### src/rtl/pag_refill_if.sv
// Memory read handshake between the page-refill sequencer and the memory port.
// master = refill sequencer (issues the read), slave = memory side.
interface pag_refill_if #(
    parameter int PA_W   = 22,
    parameter int DATA_W = 36
);
    logic              mem_req;
    logic [PA_W-1:0]   mem_adr;
    logic              mem_ack;
    logic              mem_valid;
    logic [DATA_W-1:0] mem_data;
    logic              mem_par_err;

    modport master (
        output mem_req,
        output mem_adr,
        input  mem_ack,
        input  mem_valid,
        input  mem_data,
        input  mem_par_err
    );

    modport slave (
        input  mem_req,
        input  mem_adr,
        output mem_ack,
        output mem_valid,
        output mem_data,
        output mem_par_err
    );
endinterface

### src/rtl/pag_refill.sv
// Page-refill sequencer: on a page-table miss, fetches the page-table word from the
// user/exec process table and writes it into the page table and directory.
module pag_refill #(
    parameter int TIMEOUT = 64,
    parameter int PA_W    = 22,
    parameter int BASE_W  = 13,
    parameter int DATA_W  = 36
) (
    input  logic              clk,
    input  logic              reset,
    input  logic              refill_req,
    input  logic              vma_user,
    input  logic [8:0]        vma_page,
    input  logic [BASE_W-1:0] ubr,
    input  logic [BASE_W-1:0] ebr,
    input  logic              abort,
    pag_refill_if.master      mem,
    output logic              pgrf_cyc,
    output logic              pgrf_sel,
    output logic [DATA_W-1:0] pt_in,
    output logic              pt_wr,
    output logic              pt_dir_wr,
    output logic              refill_done,
    output logic              refill_error
);
    localparam int CNT_W = (TIMEOUT > 1) ? $clog2(TIMEOUT) : 1;

    typedef enum logic [2:0] {
        IDLE  = 3'd0,
        REQ   = 3'd1,
        WAIT  = 3'd2,
        WRITE = 3'd3,
        DONE  = 3'd4,
        ERR   = 3'd5
    } state_t;

    state_t            state;
    state_t            state_nxt;
    logic [CNT_W-1:0]  cnt;
    logic [PA_W-1:0]   adr;
    logic              capture;
    logic              req_c;
    logic [BASE_W-1:0] base;

    assign base        = vma_user ? ubr : ebr;
    assign mem.mem_req = req_c;
    assign mem.mem_adr = adr;

    always_ff @(posedge clk or posedge reset) begin
        if (reset) begin
            state <= IDLE;
        end else begin
            state <= state_nxt;
        end
    end

    // The even/odd half of the page-table entry pair is selected by the page LSB;
    // the word address drops it and inserts a zero between base and page pair.
    always_ff @(posedge clk or posedge reset) begin
        if (reset) begin
            adr      <= '0;
            pgrf_sel <= 1'b0;
            pt_in    <= '0;
            cnt      <= '0;
        end else begin
            if (state == IDLE && refill_req) begin
                adr      <= PA_W'({base, 1'b0, vma_page[8:1]});
                pgrf_sel <= vma_page[0];
            end
            if (capture) begin
                pt_in <= mem.mem_data;
            end
            if (state == WAIT) begin
                cnt <= cnt + 1'b1;
            end else begin
                cnt <= '0;
            end
        end
    end

    always_comb begin
        state_nxt    = state;
        req_c        = 1'b0;
        pgrf_cyc     = 1'b0;
        pt_wr        = 1'b0;
        pt_dir_wr    = 1'b0;
        refill_done  = 1'b0;
        refill_error = 1'b0;
        capture      = 1'b0;
        case (state)
            IDLE: begin
                if (refill_req) state_nxt = REQ;
            end
            REQ: begin
                req_c    = 1'b1;
                pgrf_cyc = 1'b1;
                if (abort)             state_nxt = IDLE;
                else if (mem.mem_ack)  state_nxt = WAIT;
            end
            WAIT: begin
                pgrf_cyc = 1'b1;
                // Data arriving on the last allowed cycle takes priority over timeout.
                if (abort) begin
                    state_nxt = IDLE;
                end else if (mem.mem_valid && !mem.mem_par_err) begin
                    capture   = 1'b1;
                    state_nxt = WRITE;
                end else if (mem.mem_valid) begin
                    state_nxt = ERR;
                end else if (cnt == CNT_W'(TIMEOUT - 1)) begin
                    state_nxt = ERR;
                end
            end
            WRITE: begin
                pt_wr     = 1'b1;
                pt_dir_wr = 1'b1;
                pgrf_cyc  = 1'b1;
                state_nxt = abort ? IDLE : DONE;
            end
            DONE: begin
                refill_done = 1'b1;
                state_nxt   = IDLE;
            end
            ERR: begin
                refill_error = 1'b1;
                if (abort || !refill_req) state_nxt = IDLE;
            end
            default: state_nxt = IDLE;
        endcase
    end
endmodule
### src/flat_wrapper.sv
// flat-port wrapper written by rule: the top's interface ports become plain ports
module pag_refill_flat 
#(
    parameter int TIMEOUT = 64,
    parameter int PA_W    = 22,
    parameter int BASE_W  = 13,
    parameter int DATA_W  = 36
)
  (clk, reset, refill_req, vma_user, vma_page, ubr, ebr, abort, pgrf_cyc, pgrf_sel, pt_in, pt_wr, pt_dir_wr, refill_done, refill_error, mem_mem_req, mem_mem_adr, mem_mem_ack, mem_mem_valid, mem_mem_data, mem_mem_par_err);
  pag_refill_if #(.PA_W(PA_W), .DATA_W(DATA_W)) mem_i ();
  input  logic clk;
  input  logic reset;
  input  logic refill_req;
  input  logic vma_user;
  input  logic [8:0] vma_page;
  input  logic [BASE_W-1:0] ubr;
  input  logic [BASE_W-1:0] ebr;
  input  logic abort;
  output logic pgrf_cyc;
  output logic pgrf_sel;
  output logic [DATA_W-1:0] pt_in;
  output logic pt_wr;
  output logic pt_dir_wr;
  output logic refill_done;
  output logic refill_error;
  output wire logic [$bits(mem_i.mem_req)-1:0] mem_mem_req;
  output wire logic [$bits(mem_i.mem_adr)-1:0] mem_mem_adr;
  input wire logic [$bits(mem_i.mem_ack)-1:0] mem_mem_ack;
  input wire logic [$bits(mem_i.mem_valid)-1:0] mem_mem_valid;
  input wire logic [$bits(mem_i.mem_data)-1:0] mem_mem_data;
  input wire logic [$bits(mem_i.mem_par_err)-1:0] mem_mem_par_err;
  assign mem_mem_req = mem_i.mem_req;
  assign mem_mem_adr = mem_i.mem_adr;
  assign mem_i.mem_ack = mem_mem_ack;
  assign mem_i.mem_valid = mem_mem_valid;
  assign mem_i.mem_data = mem_mem_data;
  assign mem_i.mem_par_err = mem_mem_par_err;
  pag_refill #(.TIMEOUT(TIMEOUT), .PA_W(PA_W), .BASE_W(BASE_W), .DATA_W(DATA_W)) u_core (.clk(clk), .reset(reset), .refill_req(refill_req), .vma_user(vma_user), .vma_page(vma_page), .ubr(ubr), .ebr(ebr), .abort(abort), .mem(mem_i), .pgrf_cyc(pgrf_cyc), .pgrf_sel(pgrf_sel), .pt_in(pt_in), .pt_wr(pt_wr), .pt_dir_wr(pt_dir_wr), .refill_done(refill_done), .refill_error(refill_error));
endmodule
### config.mk
export PLATFORM = sky130hd
export DESIGN_NAME = pag_refill_flat
export DESIGN_NICKNAME = d
export VERILOG_FILES = /design/src/rtl/pag_refill_if.sv /design/src/rtl/pag_refill.sv /design/src/flat_wrapper.sv
export SDC_FILE = /design/constraint.sdc
export NUM_CORES = 1
export LEC_CHECK = 0
export ABC_AREA = 1
export CORE_MARGIN = 2
export CORE_UTILIZATION = 25
export CTS_CLUSTER_SIZE = 10
export DETAILED_ROUTE_END_ITERATION = 8
export SKIP_LAST_GASP = 1
export SYNTH_ARGS = -nofsm -noshare
export SYNTH_HDL_FRONTEND = slang
export SYNTH_SLANG_ARGS = --single-unit
### constraint.sdc
create_clock -name clk -period 1.9 [get_ports clk]
set_input_delay 0.38 -clock clk [delete_from_list [all_inputs] [get_ports clk]]
set_output_delay 0.38 -clock clk [all_outputs]
set_load 0.02 [all_outputs]
==> impl_metrics.json, run 1 <==
{
  "num_rows": 40,
  "irDropWorstVdd_mv": 0.6452,
  "grt_pass1_wl_mm": 12.43,
  "timing.setup.tns_ns": 0,
  "ys_seq_area_share_pct": 55.56,
  "wl_per_cell_um": 11.37,
  "period_needed_ns": 1.809,
  "dpl.cell_count": 634,
  "synth.ff_latch_count": 67,
  "dr.pass1.iters": 4,
  "grt_usage_pct": 11.98,
  "fin_crit_sh_pct": 95.20,
  "clk_path_buf_depth": 2,
  "cap_violations": 0,
  "power_density_mw_per_mm2": 1559,
  "stdcell_count": 650,
  "synth.cell_area_mm2": 0.003018,
  "die_x_um": 113.9,
  "synth_cell_types": 25,
  "drive_gt1_share_pct": 9.145,
  "gr-total-overflow": 0,
  "die_height_um": 113.9,
  "grt_max_degree": 37,
  "dp_slack_ns": 0.0005750,
  "finClkSkew_ns": 0.006933,
  "cts_tree": "built",
  "start_util_pct": 25.34,
  "wl_mm": 7.390,
  "rr_worst_depth": 6,
  "gr-usage-met3_pct": 4.676,
  "cts_made_buffers": 9,
  "fin_area_mm2": 0.004847,
  "hpwl_mm": 5.486,
  "placed_area_mm2": 0.004527,
  "grt_antenna_before_repair": 0,
  "max_stage_delay_ns": 0.41,
  "drt-vias-per-instance": 4.177,
  "setup_ws_ns": 0.09121,
  "final_common_cell": "nand2_1",
  "rsz0062_at_grt": "false",
  "gp_congestion": 0.8254,
  "grt.busiest_layer": "met2",
  "nets": 578,
  "grt_use_met1_pct": 14.17,
  "worstPathRequired_ns": 1.52,
  "worstPathArrival_ns": 1.43,
  "post-route-util_pct": 40.69,
  "syn_nets": 433,
  "clk_pin_slew_worst_paths_ns": 0.06,
  "p_leak_uw": 0.002360,
  "crit_slowest_cell": "dfrtp_1",
  "coreArea_mm2": 0.01191,
  "ys_warn_count": 0,
  "slew_viol_final": 0,
  "setup_violations": 0,
  "hold_path_class": "reg -> reg",
  "cts_setup_buffers": 0,
  "clock.fmax_ghz": 0.5529,
  "grt_pass1_vias": 2701,
  "io_buffers": 142,
  "drcViolationCount": 0,
  "tightest_slew_ns": 0.5727,
  "end_kind": "output port",
  "drt_iter0_markers": 127,
  "final_cell_mix": "nand2_1 (173), clkdlybuf4s50_1 (136), dfrtp_1 (67)",
  "cts.sinks": 67,
  "hold_viol": 0,
  "avgSynthCellArea_um2": 8.549,
  "netlist_instances": 353,
  "slew_headroom_pct": 61.77,
  "ant_nets": 0,
  "path_class": "reg -> out",
  "vias": 2715,
  "io-pin-count": 144,
  "antenna_cells": 0,
  "cts_htree_levels": 3,
  "path_cells": "inv_2, nand2_1, nor2_1, dlygate4sd2_1",
  "start_kind": "flop",
  "clk_latency_ns": 0.32,
  "crit_path_max_fanout": 7,
  "dieArea_mm2": 0.01297,
  "whs_path_depth": 1,
  "outcome": "finished clean",
  "cts_root_buf": "clkbuf_16",
  "areaGrowthSynthToFinish_pct": 60.61,
  "met2_usage_pct": 19.80
}
[final timing paths]
kind | from | end | slack [ns]
max | u_core.state[2] | pt_wr | 0.09
min | u_core.cnt[0] | u_core.cnt[0] | 0.47
max reg2reg | u_core.state[2] | u_core.pt_in[34] | 0.34
min reg2reg | u_core.cnt[0] | u_core.cnt[0] | 0.47
max in group asynchronous | reset | u_core.pt_in[14] | 1.02
min in group asynchronous | reset | u_core.mem.mem_adr[20] | 0.52
[cell usage after synthesis, drive strengths merged]
| master | count | share of area [%] |
|---|---|---|
| inv | 29 | 3.7 |
| nor3 | 2 | 0.70 |
| nand3 | 8 | 1.5 |
| buf | 12 | 5.1 |
| xor2 | 1 | 0.29 |
| o21ai | 33 | 7.1 |
| ha | 1 | 0.41 |
| conb | 1 | 0.12 |
| clkbuf | 3 | 0.37 |
| nand2 | 175 | 22 |
| a21oi | 3 | 0.50 |
| nor2 | 16 | 2.3 |
| nand4 | 2 | 0.41 |
| dfrtp | 67 | 56 |
[power breakdown]
part | switching (µW) | internal (µW) | total (µW)
clock | 601 | 1180 | 1780
sequential | 357 | 2050 | 2410
combinational | 1790 | 1560 | 3360
[registers in the layout (all words and copies together), names as in the netlist]
name and flops:
u_core.pt_in 36, u_core.mem.mem_adr 21, u_core.cnt 6, u_core.state 3
u_core.pgrf_sel 1
[metrics by stage]
step,total power (µW),hold WS (ns)
final,7555,0.4654
after global placement,5815,0.4497
after global routing,8055,0.4852
after floorplan,4194,0.4329
after CTS,7679,0.4683
after detailed placement,5863,0.4587
[per-layer routing]
metal	share of wire, %	wire (µm)
met5	0	0
met4	1.3	93
met3	10	752
met1	43	3150
met2	46	3393
[area by class of cell]
cell class	count	area, µm²
fill	1196	7064
sequential	67	1677
timing repair buffer	149	1479
multi-input combinational	242	1065
clock buffer	10	239.0
tap	147	183.9
inverter	29	115.1
clock inverter	6	88.84
[kinds of logic after synthesis]
| group | count (synthesis) | share of synthesized area [%] |
|---|---|---|
| AO/OA/AOI/OAI | 36 | 7.587 |
| XOR/XNOR | 1 | 0.2903 |
| adder cells (fa/ha/maj) | 1 | 0.4145 |
| buffers and inverters | 44 | 9.163 |
| flip-flops | 67 | 55.56 |
| other | 1 | 0.1243 |
| AND/OR/NAND/NOR | 203 | 26.87 |
[critical path: cells and delay by family, from the launching register on]
| kind | cells | cell delay, ns |
|---|---|---|
| buffers and inverters | 2 | 0.49 |
| flip-flops | 1 | 0.41 |
| AND/OR/NAND/NOR | 2 | 0.22 |
[what timing repair did]
action / in CTS / in global routing
endpoints found under the setup margin: 6 / 0
hold buffers: 0 / 0
resized for setup: 6 / 0
No activity file was read; power rests on OpenSTA's default activity.
==> inputs of run 2 (changes only) <==
- RECOVER_POWER: default -> 100
==> run 2 against run 1 <==
  * Clock skew rose by 0.0015 ns
  * Final cell count did not move
  * Critical endpoint is now pgrf_cyc
  * Cell area fell by 1.6%
  * Highest routed layer unchanged
  * Power fell by 5.2%
  * Critical path type unchanged
==> impl_metrics.json, run 2 (synthesis results as in run 1) <==
{
  "outcome": "finished clean",
  "setup_violations": 0,
  "hold_path_class": "reg -> reg",
  "fillCellCount": 1219,
  "timing.setup.tns_ns": 0,
  "start_kind": "flop",
  "stdcell_count": 650,
  "dr.pass1.iters": 4,
  "clock.fmax_ghz": 0.5489,
  "cpMostUsedCell": "nor2_1",
  "num_rows": 40,
  "power_density_mw_per_mm2": 1501,
  "gr-total-overflow": 0,
  "start_util_pct": 25.34,
  "crit_path_max_fanout": 5,
  "largest_reg_flops": 36,
  "clk_path_buf_depth": 2,
  "p_comb_share_pct": 41.9,
  "postCtsResizedCells": 6,
  "regMostFlops": "u_core.pt_in",
  "grt_pass1_vias": 2701,
  "rsz0062_at_grt": "false",
  "crit_buf_inv": 2,
  "irDropWorstVdd_mv": 0.6079,
  "final_common_cell": "nand2_1",
  "io_buffers": 142,
  "slew_headroom_pct": 40.12,
  "cts.sinks": 67,
  "reg2reg_slack_ns": 0.27,
  "tightest_slew_ns": 0.8983,
  "hpwl_mm": 5.486,
  "drt_iter0_markers": 160,
  "drcViolationCount": 0,
  "coreArea_mm2": 0.01191,
  "cap_violations": 0,
  "cts_root_buf": "clkbuf_16",
  "vias": 2712,
  "grt_usage_pct": 11.98,
  "path_class": "reg -> out",
  "antenna_cells": 0,
  "p_switching_uw": 2644,
  "drive_gt1_share_pct": 5.567,
  "dieArea_mm2": 0.01297,
  "worstPathArrival_ns": 1.44,
  "period_needed_ns": 1.822,
  "crit_slowest_cell": "dfrtp_1",
  "drt-vias-per-instance": 4.172,
  "cts_made_buffers": 9,
  "multi_input_area_um2": 998.5,
  "fin_crit_sh_pct": 95.89,
  "slew_viol_final": 0,
  "post-route-util_pct": 40.04,
  "ff_latch_area_mm2": 0.001677,
  "swShare_pct": 36.94,
  "p_clk_share_pct": 24.9,
  "cts_tree": "built",
  "critical-path-top-delay-family": "buffers and inverters",
  "die_x_um": 113.9,
  "grt_pass1_wl_mm": 12.43,
  "io-pin-count": 144,
  "p_seq_share_pct": 33.2,
  "p_leak_uw": 0.002439,
  "clk_latency_ns": 0.32,
  "final_cell_mix": "nand2_1 (174), clkdlybuf4s50_1 (76), dfrtp_1 (67)",
  "postCtsHoldBufs": 0,
  "cts_htree_levels": 3,
  "ant_nets": 0,
  "wl_mm": 7.395,
  "cts_setup_buffers": 0,
  "dpl.cell_count": 634,
  "clk_pin_slew_worst_paths_ns": 0.06,
  "max_stage_delay_ns": 0.39,
  "areaGrowthSynthToFinish_pct": 58.04,
  "end_kind": "output port",
  "finClkSkew_ns": 0.008393,
  "grt_max_degree": 37,
  "hold_viol": 0,
  "nets": 578,
  "worstPathRequired_ns": 1.52,
  "gp_congestion": 0.8254,
  "grt_antenna_before_repair": 0,
  "path_cells": "clkbuf_1, nor2_1, nor2_1, dlygate4sd2_1",
  "p_int_uw": 4514,
  "wl_per_cell_um": 11.38,
  "die_height_um": 113.9
}
[run 2: path summary, 6_finish.rpt]
kind                                           to        startpoint  cells after the start
setup / recovery                         pgrf_cyc   u_core.state[0]                      4
hold / removal                   u_core.pt_in[17]  u_core.pt_in[17]                      2
setup reg to reg                 u_core.pt_in[34]   u_core.state[2]                      6
hold reg to reg                  u_core.pt_in[17]  u_core.pt_in[17]                      2
max in group asynchronous        u_core.pt_in[14]             reset                      3
min in group asynchronous  u_core.mem.mem_adr[20]             reset                      3
[run 2: area by class of cell]
type                    instances  area share (%)
clock buffers                  10           5.010
clock inverters                 6           1.863
inverters                      29           2.361
multi-input cells             242           20.93
flip-flops and latches         67           35.15
well taps                     147           3.856
repair buffers                149           30.82
[run 2: worst min-delay path, cell delays in order (launching register included)]
cell	delay, ns
dfrtp_1	0.33
nand2_1	0.05
nand2_1	0.04
[run 2: stage by stage]
| step | total power (µW) | setup WS [ns] | hold slack (ns) | cell area, µm² |
|---|---|---|---|---|
| final | 7158 | 0.07811 | 0.4615 | 4770 |
| after global placement | 5815 | 0.03720 | 0.4497 | 4527 |
| after floorplan | 4194 | 0.4043 | 0.4329 | 3022 |
| after global routing | 7664 | 0.01724 | 0.4852 | 4770 |
| after detailed placement | 5863 | 0.0005750 | 0.4587 | 4527 |
| after CTS | 7679 | 0.08587 | 0.4683 | 4847 |
[run 2: routing by layer]
layer	up-vias	track usage (%)	share of wire [%]	routed length, µm
met4	0	4.390	1.3	93
met2	116	19.80	46	3387
met1	1218	14.17	43	3182
li1	1369	-	-	-
met5	-	0	0	0
met3	9	4.676	9.9	733
[run 2: power groups by stage]
stage          sequential (µW)  clock [µW]  combinational, µW
2_1_floorplan             3140           0               1050
3_3_place_gp              2420           0               3390
3_5_place_dp              2430           0               3430
4_1_cts                   2420        1850               3410
5_1_grt                   2470        1920               3280
6_report                  2380        1790               3000
